$ cat src/rtl/gpu_pkg.sv
// Shared constants and types for the triangle raster pipeline.
package gpu_pkg;

  localparam int unsigned SCREEN_WIDTH  = 640;
  localparam int unsigned SCREEN_HEIGHT = 480;
  localparam int unsigned ADDR_W        = 19;
  localparam int unsigned COLOR_W       = 8;
  localparam int unsigned FIFO_DEPTH    = 16;
  localparam int unsigned PIX_CNT_W     = 20;
  localparam int unsigned COORD_W       = 16;
  localparam int unsigned POINT_W       = 2 * COORD_W;

  typedef enum logic {
    S_PW_IDLE  = 1'b0,
    S_PW_WRITE = 1'b1
  } pw_state_e;

  // Generator point word: y in the upper half, x in the lower half.
  typedef struct packed {
    logic [COORD_W-1:0] y;
    logic [COORD_W-1:0] x;
  } point_t;

endpackage

$ cat src/rtl/pixel_fifo.sv
// Synchronous FIFO with registered occupancy; head entry is read combinationally.
// A push into a full FIFO is accepted when a pop happens in the same cycle.
module pixel_fifo #(
  parameter int unsigned WIDTH = 32,
  parameter int unsigned DEPTH = 16
) (
  input  logic                     clk,
  input  logic                     rst,
  input  logic                     push,
  input  logic [WIDTH-1:0]         wdata,
  input  logic                     pop,
  output logic [WIDTH-1:0]         rdata_c,
  output logic                     full_c,
  output logic                     empty_c,
  output logic [$clog2(DEPTH):0]   count
);

  localparam int unsigned PTR_W = $clog2(DEPTH);
  localparam int unsigned CNT_W = PTR_W + 1;

  logic [WIDTH-1:0] mem_q [DEPTH];
  logic [WIDTH-1:0] mem_d [DEPTH];
  logic [PTR_W-1:0] wr_ptr_q, wr_ptr_d;
  logic [PTR_W-1:0] rd_ptr_q, rd_ptr_d;
  logic [CNT_W-1:0] count_q, count_d;
  logic             push_ok, pop_ok;

  assign empty_c = (count_q == '0);
  assign full_c  = (count_q == CNT_W'(DEPTH));
  assign rdata_c = mem_q[rd_ptr_q];
  assign count   = count_q;
  assign pop_ok  = pop && !empty_c;
  assign push_ok = push && (!full_c || pop_ok);

  always_comb begin
    mem_d    = mem_q;
    wr_ptr_d = wr_ptr_q;
    rd_ptr_d = rd_ptr_q;
    count_d  = count_q;
    if (push_ok) begin
      mem_d[wr_ptr_q] = wdata;
      wr_ptr_d        = wr_ptr_q + PTR_W'(1);
    end
    if (pop_ok) begin
      rd_ptr_d = rd_ptr_q + PTR_W'(1);
    end
    if (push_ok && !pop_ok) begin
      count_d = count_q + CNT_W'(1);
    end else if (pop_ok && !push_ok) begin
      count_d = count_q - CNT_W'(1);
    end
  end

  always_ff @(posedge clk or posedge rst) begin
    if (rst) begin
      for (int i = 0; i < int'(DEPTH); i++) begin
        mem_q[i] <= '0;
      end
      wr_ptr_q <= '0;
      rd_ptr_q <= '0;
      count_q  <= '0;
    end else begin
      mem_q    <= mem_d;
      wr_ptr_q <= wr_ptr_d;
      rd_ptr_q <= rd_ptr_d;
      count_q  <= count_d;
    end
  end

endmodule

$ cat src/rtl/pixel_writer.sv
// Buffers clipped generator points and issues one framebuffer write per pixel
// over a request/acknowledge handshake.
module pixel_writer
  import gpu_pkg::POINT_W, gpu_pkg::PIX_CNT_W;
#(
  parameter int unsigned SCREEN_WIDTH  = gpu_pkg::SCREEN_WIDTH,
  parameter int unsigned SCREEN_HEIGHT = gpu_pkg::SCREEN_HEIGHT,
  parameter int unsigned ADDR_W        = gpu_pkg::ADDR_W,
  parameter int unsigned COLOR_W       = gpu_pkg::COLOR_W,
  parameter int unsigned FIFO_DEPTH    = gpu_pkg::FIFO_DEPTH
) (
  input  logic                 i_clk,
  input  logic                 i_rst,
  input  logic                 i_start,
  input  logic [COLOR_W-1:0]   i_color,
  input  logic                 i_write,
  input  logic [POINT_W-1:0]   i_point,
  input  logic                 i_gen_done,
  output logic                 o_mem_we,
  output logic [ADDR_W-1:0]    o_mem_addr,
  output logic [COLOR_W-1:0]   o_mem_data,
  input  logic                 i_mem_ack,
  output logic                 o_done,
  output logic                 o_overflow,
  output logic [PIX_CNT_W-1:0] o_pix_count
);

  import gpu_pkg::COORD_W;
  import gpu_pkg::point_t;
  import gpu_pkg::pw_state_e;
  import gpu_pkg::S_PW_IDLE;
  import gpu_pkg::S_PW_WRITE;

  localparam logic [PIX_CNT_W-1:0] PIX_CNT_MAX = '1;

  pw_state_e                 state_q, state_d;
  logic                      mem_we_q, mem_we_d;
  logic [ADDR_W-1:0]         mem_addr_q, mem_addr_d;
  logic [COLOR_W-1:0]        mem_data_q, mem_data_d;
  logic [COLOR_W-1:0]        color_q, color_d;
  logic                      overflow_q, overflow_d;
  logic [PIX_CNT_W-1:0]      pix_count_q, pix_count_d;

  point_t                    in_pt, head_pt;
  logic                      in_screen, push_req, load_head;
  logic                      fifo_pop, fifo_full, fifo_empty;
  logic [POINT_W-1:0]        fifo_rdata;
  logic [$clog2(FIFO_DEPTH):0] fifo_count;
  logic [ADDR_W-1:0]         head_addr;

  // Input clip: off-screen points never reach the FIFO.
  assign in_pt     = point_t'(i_point);
  assign in_screen = (in_pt.x < COORD_W'(SCREEN_WIDTH)) && (in_pt.y < COORD_W'(SCREEN_HEIGHT));
  assign push_req  = i_write && in_screen;

  assign head_pt   = point_t'(fifo_rdata);
  assign head_addr = ADDR_W'(head_pt.y) * ADDR_W'(SCREEN_WIDTH) + ADDR_W'(head_pt.x);

  pixel_fifo #(
    .WIDTH (POINT_W),
    .DEPTH (FIFO_DEPTH)
  ) u_fifo (
    .clk     (i_clk),
    .rst     (i_rst),
    .push    (push_req),
    .wdata   (i_point),
    .pop     (fifo_pop),
    .rdata_c (fifo_rdata),
    .full_c  (fifo_full),
    .empty_c (fifo_empty),
    .count   (fifo_count)
  );

  always_comb begin
    state_d     = state_q;
    mem_we_d    = mem_we_q;
    mem_addr_d  = mem_addr_q;
    mem_data_d  = mem_data_q;
    color_d     = color_q;
    overflow_d  = overflow_q;
    pix_count_d = pix_count_q;
    fifo_pop    = 1'b0;
    load_head   = 1'b0;

    case (state_q)
      S_PW_IDLE: begin
        if (!fifo_empty) begin
          load_head = 1'b1;
          state_d   = S_PW_WRITE;
        end
      end
      S_PW_WRITE: begin
        if (i_mem_ack) begin
          if (pix_count_q != PIX_CNT_MAX) begin
            pix_count_d = pix_count_q + PIX_CNT_W'(1);
          end
          if (!fifo_empty) begin
            load_head = 1'b1;
          end else begin
            mem_we_d = 1'b0;
            state_d  = S_PW_IDLE;
          end
        end
      end
      default: state_d = S_PW_IDLE;
    endcase

    if (load_head) begin
      fifo_pop   = 1'b1;
      mem_we_d   = 1'b1;
      mem_addr_d = head_addr;
      mem_data_d = color_q;
    end

    if (push_req && fifo_full && !fifo_pop) begin
      overflow_d = 1'b1;
    end

    // A new triangle clears status even when it lands on an ack cycle.
    if (i_start) begin
      overflow_d  = 1'b0;
      pix_count_d = '0;
      color_d     = i_color;
    end
  end

  always_ff @(posedge i_clk or posedge i_rst) begin
    if (i_rst) begin
      state_q     <= S_PW_IDLE;
      mem_we_q    <= 1'b0;
      mem_addr_q  <= '0;
      mem_data_q  <= '0;
      color_q     <= '0;
      overflow_q  <= 1'b0;
      pix_count_q <= '0;
    end else begin
      state_q     <= state_d;
      mem_we_q    <= mem_we_d;
      mem_addr_q  <= mem_addr_d;
      mem_data_q  <= mem_data_d;
      color_q     <= color_d;
      overflow_q  <= overflow_d;
      pix_count_q <= pix_count_d;
    end
  end

  assign o_mem_we    = mem_we_q;
  assign o_mem_addr  = mem_addr_q;
  assign o_mem_data  = mem_data_q;
  assign o_overflow  = overflow_q;
  assign o_pix_count = pix_count_q;
  assign o_done      = i_gen_done && (fifo_count == '0) && (state_q == S_PW_IDLE) && !mem_we_q;

endmodule
$ cat config.mk
export PLATFORM = sky130hd
export DESIGN_NAME = pixel_writer
export DESIGN_NICKNAME = d
export VERILOG_FILES = /design/src/rtl/gpu_pkg.sv /design/src/rtl/pixel_fifo.sv /design/src/rtl/pixel_writer.sv
export SDC_FILE = /design/constraint.sdc
export NUM_CORES = 1
export LEC_CHECK = 0
export CAP_MARGIN = 20
export CORE_MARGIN = 1
export CORE_UTILIZATION = 30
export DETAILED_ROUTE_END_ITERATION = 12
export HOLD_SLACK_MARGIN = 0.06
export PLACE_DENSITY = 0.53
export SKIP_LAST_GASP = 1
export SYNTH_ARGS = -nofsm -noshare
export SYNTH_HDL_FRONTEND = slang
export SYNTH_SLANG_ARGS = --single-unit
export TNS_END_PERCENT = 5
$ cat constraint.sdc
create_clock -name i_clk -period 18.8 [get_ports i_clk]
set_input_delay 1.88 -clock i_clk [delete_from_list [all_inputs] [get_ports i_clk]]
set_output_delay 1.88 -clock i_clk [all_outputs]
set_load 0.1 [all_outputs]
==> out/results.txt, run 1 <==
Pre-antenna DRT Iters = 5
r2r setup slk = 13.08 ns
P&R area growth vs syn = 17.4%
share of the synthesized area in the top cell type = 0.555
worst hold stages = 2
Std-Cell Rows = 102
clock-pin slew on the worst setup and hold paths = 0.06 ns
nets = 1733
clock period minus worst slack = 5.72 ns
CTS Buf Count = 58
Worst Path Buf+Inv = 2
CP Max Fanout = 64
vias in the first global route = 14.1k
critical path's top delay family = adder cells
Multi-input gate area = 9870 um^2
Synth Flop Type = dfrtp_1
Fin Clk Skew = 0.0251 ns
arrival time worst endpoint = 6.18 ns
Fin. Hold Viols = 0
Largest stage delay, worst path = 1.17 ns
sequential cell area = 13000 um^2
die width = 281 um
Placed Cells = 2625
Post-Syn Area = 23400 um^2
Yosys warnings = 0
VDD IR max = 0.0000729 V
routed vias = 13.3k
ranking of synthesized cells by area = dfrtp_1, mux2_2, mux4_2
Post-synth EDFFs = 0
die extent in y = 281 um
CTS tree = yes
post-route clock period utilization = 0.304
Placer Congestion = 0.721
critical setup path kind = register to register
fraction of layout cells with a size suffix above 1 = 0.354
die footprint = 79100 um^2
count leader, synth = dfrtp_1
CP endpoint kind = register
Reg-to-Reg Start = u_fifo.rd_ptr_q[1]$_DFFE_PP0P_
H-tree depth = 2
final instance count without filler cells = 2737
max cap viols = 0
Power Dens Cells = 104 nW/um^2
DRC viols = 0
Post-Synthesis Cells = 1572
Initial Utilization = 0.302
worst slew pin tran = 1.14 ns
Synth cell types = 51
min-delay src = color_q[5]$_DFFE_PP0P_
DPL Wire Length = 32.7 mm
Fill cells = 7411
clock sink count = 519
r2r endpoint = o_mem_addr[16]$_DFFE_PP0N_
Post-synth top cells = dfrtp_1, mux2_2, and2_1
gr ovfl total = 0
All-Layer GR Usage = 0.149
Final setup viols = 0
I/O pins = 96
port buffer count = 95
critical-path cell list = buf_4 -> mux4_2 -> mux4_2 -> ha_1 -> ha_1 -> inv_1 -> fa_1 -> nor2b_1 -> o21ai_0 -> nor2b_1 -> xnor2_1 -> ha_1 -> o211ai_1 -> a2bb2oi_1 -> xnor2_1 -> o21ai_0
largest net degree at the start of global routing = 164
Clk Latency, worst-skew pair = 0.63 ns
core footprint = 77300 um^2
Async S/R FF share, synth = 1.00
cts repair resizes = 0
Slowest-stage cell, CP = dfrtp_4
CP most frequent cell = ha_1
post-synth top area cell = dfrtp_1
unrepaired setup endpoints after global routing = false
outcome = finished clean
Post-Syn Area per Cell = 14.9 um^2
Clk Tree Root Cell = clkbuf_16
hold path endpoint = o_mem_data[5]$_DFFE_PP0N_
sequential fraction of the synthesis area = 0.555
Hold Buf Count CTS = 0
Yosys reg bits = 519
worst min path class = register to register
Worst Reg-to-Reg Cells = 16
total routed wirelength = 57.3 mm
post-route ant nets = 0
post-DR wirelength/cell = 21.0 um
total negative slack = 0 ns
first-pass GRT wire length = 88.9 mm
leak pwr = 12.9 nW
crit path launch type = register
antenna violations before repair = 3
setup bufs post-CTS = 0
Max Slew Vio Count = 0
CP required = 19.27 ns
Via density = 4.85
clk buf depth = 3
Max Clk Rate = 175 MHz
Syn Nets = 1658
Worst slew margin = 0.239
Iter 0 DRT Violations = 728
placed cells by master (no fill, tap or decap), types with 9 or more instances in the layout:
cell,Yosys,routed
xor2_1,13,13
nor2b_1,11,11
nand4_1,9,9
xnor2_1,21,21
clkinv_2,0,15
nor2_1,30,29
or3_1,10,10
dfrtp_1,519,515
inv_1,17,16
buf_4,5,17
mux2_2,313,313
ha_1,37,37
a21oi_1,22,22
clkdlybuf4s50_1,0,95
nand2_1,81,81
mux4_2,138,138
and2_1,146,146
clkbuf_16,0,59
clkbuf_8,0,15
o21ai_0,24,24
power by group:
part	internal [mW]	switching, mW	leakage, nW
clock network	0.694	0.487	1.00
logic	0.179	0.293	4.74
registers	1.14	0.0549	7.17
total	2.01	0.834	12.9
flip-flops by register name, indices dropped and copies added, names as in the netlist:
| signal | count |
|---|---|
| o_mem_we | 1 |
| o_mem_addr | 19 |
| o_mem_data | 8 |
| u_fifo.mem_q | 448 |
| u_fifo.wr_ptr_q | 4 |
| state_q | 1 |
| o_overflow | 1 |
| color_q | 8 |
| u_fifo.count | 5 |
| o_pix_count | 20 |
| u_fifo.rd_ptr_q | 4 |
kinds of logic after synthesis:
family	count (synthesis)	share of synthesized area
DFF	519	0.555
muxes	457	0.286
and+or+nand+nor	329	0.0805
buffers and inverters	119	0.0229
AOI/OAI and AO/OA	73	0.0189
adders and majority gates	40	0.0224
xor gates and xnor gates	35	0.0137
worst register-to-register path: cells and delay by family, from the launching register on:
family | cells | cell delay [ns]
fa+ha+maj | 4 | 1.22
buf+inv | 2 | 0.91
flops | 1 | 1.17
mux | 2 | 1.05
simple gates | 2 | 0.28
compound gates | 4 | 0.62
xor+xnor | 2 | 0.32
area by class of cell:
type,count,area share
clock inverter,28,0.0115
multi-input combinational,934,0.360
inverter,18,0.00274
clock buffer,81,0.0623
antenna,1,0.0000912
timing repair buffer,116,0.0428
tap,1040,0.0474
sequential,519,0.474
routing by layer:
| metal | vias to the layer above | GRT usage | routed length, um |
|---|---|---|---|
| met4 | 0 | 0.0377 | 1110 |
| li1 | 5835 | - | - |
| met3 | 68 | 0.0220 | 2010 |
| met5 | - | 0 | 0 |
| met1 | 7183 | 0.209 | 26700 |
| met2 | 202 | 0.240 | 27500 |
worst max-delay path by stage:
stage,endpoint,from,depth (start not counted),slack (ns)
3_3_place_gp,u_fifo.mem_q[419]$_DFFE_PP0P_,i_point[8],7,12.71
3_5_place_dp,u_fifo.mem_q[452]$_DFFE_PP0P_,i_point[7],7,12.60
6_report,o_mem_addr[16]$_DFFE_PP0N_,u_fifo.rd_ptr_q[1]$_DFFE_PP0P_,16,13.08
4_1_cts,o_mem_addr[16]$_DFFE_PP0N_,u_fifo.rd_ptr_q[0]$_DFFE_PP0P_,17,12.93
5_1_grt,o_mem_addr[16]$_DFFE_PP0N_,u_fifo.rd_ptr_q[0]$_DFFE_PP0P_,18,12.56
2_1_floorplan,color_q[0]$_DFFE_PP0P_,i_rst,1,2.42
per-stage QoR:
stage	util	power (mW)	hold slack [ns]	area (um^2)	setup WS, ns
after global placement	0.328	1.70	0.446	25300	12.71
after CTS	0.354	2.89	0.472	27400	12.93
after floorplan	-	1.56	0.435	23400	2.42
after detailed placement	0.328	1.70	0.450	25400	12.60
after global routing	0.355	2.97	0.492	27400	12.56
final	0.355	2.85	0.468	27400	13.08
Note: power is estimated with default switching activity, not from simulation.
==> run 2: changes to the inputs <==
==> constraint.sdc (replaced) <==
create_clock -name i_clk -period 5.9 [get_ports i_clk]
set_input_delay 0.59 -clock i_clk [delete_from_list [all_inputs] [get_ports i_clk]]
set_output_delay 0.59 -clock i_clk [all_outputs]
set_load 0.1 [all_outputs]
==> out/results.txt, run 2 (synthesis results as in run 1) <==
worst slew pin tran = 1.12 ns (-0.0196 ns)
CP Max Fanout = 36 (-44%)
Core Util, Final = 0.354 (-0.00100)
nets = 1741 (+0.46%)
violated checks = design-rule violations
crit path launch type = register
CTS Buf Count = 56 (-3.4%)
arrival time worst endpoint = 5.25 ns (-0.93 ns)
core footprint = 77300 um^2 (unchanged)
critical-path cell list = buf_4 -> mux4_2 -> mux4_2 -> ha_1 -> ha_1 -> nor2b_1 -> a31o_2 -> nor2_1 -> xnor2_1 -> ha_1 -> o211ai_1 -> a2bb2oi_1 -> a31o_1 -> a31oi_1
port buffer count = 95 (unchanged)
Initial Utilization = 0.302 (unchanged)
die footprint = 79100 um^2 (unchanged)
critical setup path kind = register to register
post-route clock period utilization = 0.813 (+0.509)
max cap viols = 0 (unchanged)
post-route ant nets = 0 (unchanged)
total negative slack = 0 ns (unchanged)
first-pass GRT wire length = 92.8 mm (+4.3%)
CP required = 6.36 ns (-12.91 ns)
Clk Latency, worst-skew pair = 0.63 ns (about the same)
CTS tree = yes
Via density = 4.88 (+0.57%)
outcome = complete, but fails checks
largest net degree at the start of global routing = 160 (-2.4%)
clock period minus worst slack = 4.79 ns (-0.921 ns)
fraction of layout cells with a size suffix above 1 = 0.350 (-0.00377)
commonest non-fill, non-tap cells in the layout = dfrtp_1, mux2_2, and2_1
DPL Wire Length = 33.7 mm (+2.9%)
total routed wirelength = 60.4 mm (+5.4%)
cts repair resizes = 0 (unchanged)
Largest stage delay, worst path = 0.94 ns (-0.23 ns)
leak pwr = 12.9 nW (-0.35%)
P&R area growth vs syn = 17.0%
setup bufs post-CTS = 0 (unchanged)
r2r setup slk = 1.11 ns (-11.98 ns)
Power Dens Cells = 324 nW/um^2 (+210%)
routed vias = 13.4k (+0.75%)
Iter 0 DRT Violations = 816 (+12%)
Hold Buf Count CTS = 0 (unchanged)
clk buf depth = 3 (unchanged)
critical path's top delay family = multiplexers
max FFs per register = 448 (unchanged)
H-tree depth = 2 (unchanged)
All-Layer GR Usage = 0.157 (+0.00834)
gr ovfl total = 0 (unchanged)
antenna violations before repair = 5 (+2)
die width = 281 um (unchanged)
Final setup viols = 0 (unchanged)
Fin Clk Skew = 0.0345 ns (+0.00942 ns)
Placer Congestion = 0.771 (+6.9%)
Slowest-stage cell, CP = dfrtp_4
Pre-antenna DRT Iters = 9 (+4)
clock-pin slew on the worst setup and hold paths = 0.06 ns (about the same)
unrepaired setup endpoints after global routing = false
VDD IR max = 0.000218 V (+200%)
vias in the first global route = 14.4k (+2.0%)
I/O pins = 96 (unchanged)
Worst Path Buf+Inv = 1 (-1)
DRC viols = 2 (+2)
Fin Hold WS = 0.409 ns (-0.0586 ns)
Max Slew Vio Count = 0 (unchanged)
Worst slew margin = 0.250 (+0.0104)
worst min path class = primary input to asynchronous set/reset pin
clock sink count = 519 (unchanged)
commonest non-fill, non-tap cell in the layout = dfrtp_1
Biggest register = u_fifo.mem_q
CP most frequent cell = ha_1
Clk Tree Root Cell = clkbuf_16
CP endpoint kind = register
die extent in y = 281 um (unchanged)
Fin. Hold Viols = 0 (unchanged)
Max Clk Rate = 209 MHz (+19%)
Std-Cell Rows = 102 (unchanged)
post-DR wirelength/cell = 22.0 um (+5.2%)
-- run 2: cell types whose count changed in the layout (fill, tap and decap cells not counted), sizes merged --
cell,previous run,this run
inv,21,18
bufinv,4,2
diode,1,2
clkinv,19,10
clkbuf,81,89
buf,21,31
-- run 2: through the flow --
step / cells / worst slack, ns / total power [mW] / instance area [um^2]
6_report: 2742 / 1.11 / 8.88 / 27400
5_1_grt: 2741 / 0.803 / 9.27 / 27400
4_1_cts: 2740 / 1.10 / 9.04 / 27400
3_5_place_dp: 2637 / 1.11 / 5.46 / 25500
3_3_place_gp: 2636 / 1.05 / 5.44 / 25500
2_1_floorplan: 1572 / -1.74 / 4.97 / 23400
-- run 2: layout make-up --
class	instances	area (um^2)
fillers	7443	50000
flip-flops and latches	519	13000
multi-input cells	934	9870
clock buffers	89	1710
well taps	1040	1300
repair buffers	126	1250
clock inverters	14	163
inverters	18	71.3
diodes	2	5.00
-- run 2: worst paths after layout --
check                                                end                            from  cells past startpoint
hold / removal                 o_mem_addr[9]$_DFFE_PP0N_                           i_rst                      2
min in group i_clk             o_mem_data[0]$_DFFE_PP0N_          color_q[0]$_DFFE_PP0P_                      2
hold reg to reg                o_mem_data[0]$_DFFE_PP0N_          color_q[0]$_DFFE_PP0P_                      2
max in group asynchronous  u_fifo.mem_q[453]$_DFFE_PP0P_                           i_rst                      3
setup reg to reg              o_mem_addr[18]$_DFFE_PP0N_  u_fifo.rd_ptr_q[0]$_DFFE_PP0P_                     14
setup / recovery              o_mem_addr[18]$_DFFE_PP0N_  u_fifo.rd_ptr_q[0]$_DFFE_PP0P_                     14
-- run 2: power breakdown --
group | internal, mW | switching, mW
combinational | 0.595 | 0.818
sequential | 3.63 | 0.302
clock | 2.07 | 1.47
total | 6.29 | 2.59
-- run 2: routing by layer --
metal  vias to the layer above  share of wire  wire, um  GRT usage
met5                         -              0         0          0
met4                         0          0.022      1350     0.0446
met3                        83          0.047      2820     0.0287
met2                       277           0.48     28900      0.252
met1                      7178           0.45     27400      0.217
li1                       5850              -         -          -
==> run 3: changes to the inputs <==
--- a/config.mk
+++ b/config.mk
@@ -10,7 +10,7 @@
 export CORE_UTILIZATION = 30
 export DETAILED_ROUTE_END_ITERATION = 12
 export HOLD_SLACK_MARGIN = 0.06
-export PLACE_DENSITY = 0.53
+export PLACE_DENSITY = 0.55
 export SKIP_LAST_GASP = 1
 export SYNTH_ARGS = -nofsm -noshare
 export SYNTH_HDL_FRONTEND = slang
==> constraint.sdc (replaced) <==
create_clock -name i_clk -period 4.2 [get_ports i_clk]
set_input_delay 0.42 -clock i_clk [delete_from_list [all_inputs] [get_ports i_clk]]
set_output_delay 0.42 -clock i_clk [all_outputs]
set_load 0.1 [all_outputs]
==> out/results.txt, run 3 (synthesis results as in run 1) <==
Worst Reg-to-Reg Cells = 16 (+2)
post-DR wirelength/cell = 21.3 um (-3.5%)
Worst Path Buf+Inv = 4 (+3)
Fin Clk Skew = 0.0308 ns (-0.00375 ns)
Biggest register = u_fifo.mem_q
port buffer count = 95 (unchanged)
Pre-antenna DRT Iters = 6 (-3)
commonest non-fill, non-tap cell in the layout = dfrtp_1
unrepaired setup endpoints after global routing = true
Slowest-stage cell, CP = mux4_2
final instance count without filler cells = 2778 (+1.3%)
Tot Pwr = 12.4 mW (+40%)
Fill cells = 7433 (-0.13%)
r2r endpoint = o_mem_addr[15]$_DFFE_PP0N_
final instance area = 28000 um^2 (+2.2%)
max cap viols = 0 (unchanged)
Largest stage delay, worst path = 0.57 ns (-0.37 ns)
Clk Latency, worst-skew pair = 0.62 ns (about the same)
vias in the first global route = 14.6k (+1.6%)
critical path's top delay family = adder cells
sequential cell area = 13000 um^2 (unchanged)
I/O pins = 96 (unchanged)
Reg-to-Reg Start = u_fifo.rd_ptr_q[0]$_DFFE_PP0P_
Clk Tree Root Cell = clkbuf_16
clk buf depth = 3 (unchanged)
Max Clk Rate = 240 MHz (+15%)
Final setup viols = 0 (unchanged)
Worst slew margin = 0.289 (+0.0394)
total negative slack = 0 ns (unchanged)
Std-Cell Rows = 102 (unchanged)
fraction of layout cells with a size suffix above 1 = 0.378 (+0.0285)
Hold Buf Count CTS = 0 (unchanged)
Placer Congestion = 0.799 (+3.6%)
post-route clock period utilization = 0.992 (+0.180)
H-tree depth = 2 (unchanged)
CTS Buf Count = 53 (-5.4%)
nets = 1783 (+2.4%)
clock sink count = 519 (unchanged)
Iter 0 DRT Violations = 775 (-5.0%)
critical setup path kind = register to register
DRC viols = 0 (-2)
r2r setup slk = 0.03 ns (-1.07 ns)
arrival time worst endpoint = 4.69 ns (-0.56 ns)
VDD IR max = 0.000299 V (+38%)
die extent in y = 281 um (unchanged)
worst min path class = primary input to asynchronous set/reset pin
total routed wirelength = 59.1 mm (-2.2%)
die width = 281 um (unchanged)
leak pwr = 13.1 nW (+2.0%)
Multi-input gate area = 10000 um^2 (+1.6%)
die footprint = 79100 um^2 (unchanged)
outcome = finished clean
critical-path cell list = buf_12 -> mux4_2 -> mux4_2 -> ha_4 -> ha_4 -> inv_1 -> fa_2 -> buf_4 -> xnor2_1 -> ha_2 -> o21ai_2 -> a21oi_2 -> buf_4 -> o21a_1 -> o21a_1 -> o31ai_1
routed vias = 13.5k (+1.2%)
placed cell area = 25900 um^2 (+1.8%)
clock period minus worst slack = 4.17 ns (-0.626 ns)
CP endpoint kind = register
CP required = 4.72 ns (-1.64 ns)
Via density = 4.88 (-0.12%)
CTS tree = yes
clock-pin slew on the worst setup and hold paths = 0.06 ns (about the same)
Max Slew Vio Count = 0 (unchanged)
crit path launch type = register
CP Max Fanout = 8 (-78%)
max FFs per register = 448 (unchanged)
post-route ant nets = 0 (unchanged)
commonest non-fill, non-tap cells in the layout = dfrtp_1, mux2_2, and2_1
first-pass GRT wire length = 91.4 mm (-1.5%)
All-Layer GR Usage = 0.152 (-0.00476)
post-route setup slack = 0.0319 ns (-1.07 ns)
P&R area growth vs syn = 19.6%
worst slew pin tran = 1.06 ns (-0.0584 ns)
core footprint = 77300 um^2 (unchanged)
DPL Wire Length = 34.4 mm (+2.2%)
Placed Cells = 2676 (+1.5%)
Power Dens Cells = 444 nW/um^2 (+37%)
Fin. Hold Viols = 0 (unchanged)
gr ovfl total = 0 (unchanged)
pre-CTS setup slack = -0.0982 ns (-1.21 ns)
antenna violations before repair = 2 (-3)
Initial Utilization = 0.302 (unchanged)
largest net degree at the start of global routing = 151 (-5.6%)
[run 3: cell types whose count changed in the layout (fill, tap and decap cells not counted), sizes merged]
cell / previous run / this run
buf: 31 / 75
clkbuf: 89 / 72
bufinv: 2 / 4
clkinv: 10 / 16
inv: 18 / 19
[run 3: stage by stage]
step / hold slack [ns] / util
3_3_place_gp: 0.441 / 0.336
4_1_cts: 0.282 / 0.358
2_1_floorplan: 0.435 / -
6_report: 0.276 / 0.362
5_1_grt: 0.321 / 0.362
3_5_place_dp: 0.451 / 0.336
[run 3: worst max-delay path by stage]
stage                                   startpoint                          to  slack, ns  cells past startpoint
global placement    u_fifo.rd_ptr_q[0]$_DFFE_PP0P_  o_mem_addr[18]$_DFFE_PP0N_      -0.03                     17
global route        u_fifo.rd_ptr_q[0]$_DFFE_PP0P_  o_mem_addr[15]$_DFFE_PP0N_       -0.1                     16
CTS                 u_fifo.rd_ptr_q[0]$_DFFE_PP0P_  o_mem_addr[18]$_DFFE_PP0N_      -0.02                     17
detailed placement  u_fifo.rd_ptr_q[0]$_DFFE_PP0P_  o_mem_addr[18]$_DFFE_PP0N_       -0.1                     17
floorplan                                    i_rst      color_q[0]$_DFFE_PP0P_      -3.27                      1
finish              u_fifo.rd_ptr_q[0]$_DFFE_PP0P_  o_mem_addr[15]$_DFFE_PP0N_       0.03                     16
[run 3: timing repair]
item	in CTS	in global routing
buffers inserted	0	4
resized for setup	3	29
pin swaps	0	12
setup endpoints to repair	4	6
gates cloned	0	1
[run 3: worst reg2reg max path: cells and delay by family, from the launching register on]
family | cells | cell delay [ns]
compound gates | 5 | 0.76
flops | 1 | 0.52
fa+ha+maj | 4 | 1.09
buf+inv | 4 | 0.50
xor+xnor | 1 | 0.16
mux | 2 | 1.08
[run 3: where the power goes]
part,internal [mW],leakage (nW),switching (mW)
clock network,2.73,0.870,2.05
logic,0.976,5.09,1.42
registers,5.10,7.17,0.150
total,8.81,13.1,3.61
[run 3: area by class of cell]
cell class                 instances  share of cell area
antenna                            2            0.000179
inverter                          18             0.00255
timing repair buffer             171              0.0650
tap                             1040              0.0465
multi-input combinational        934               0.359
clock buffer                      71              0.0531
clock inverter                    23             0.00948
sequential                       519               0.465
[run 3: per-layer routing]
layer,GRT usage,part of all wire
met2,0.247,0.48
met5,0,0
met4,0.0434,0.019
met3,0.0249,0.040
met1,0.210,0.46
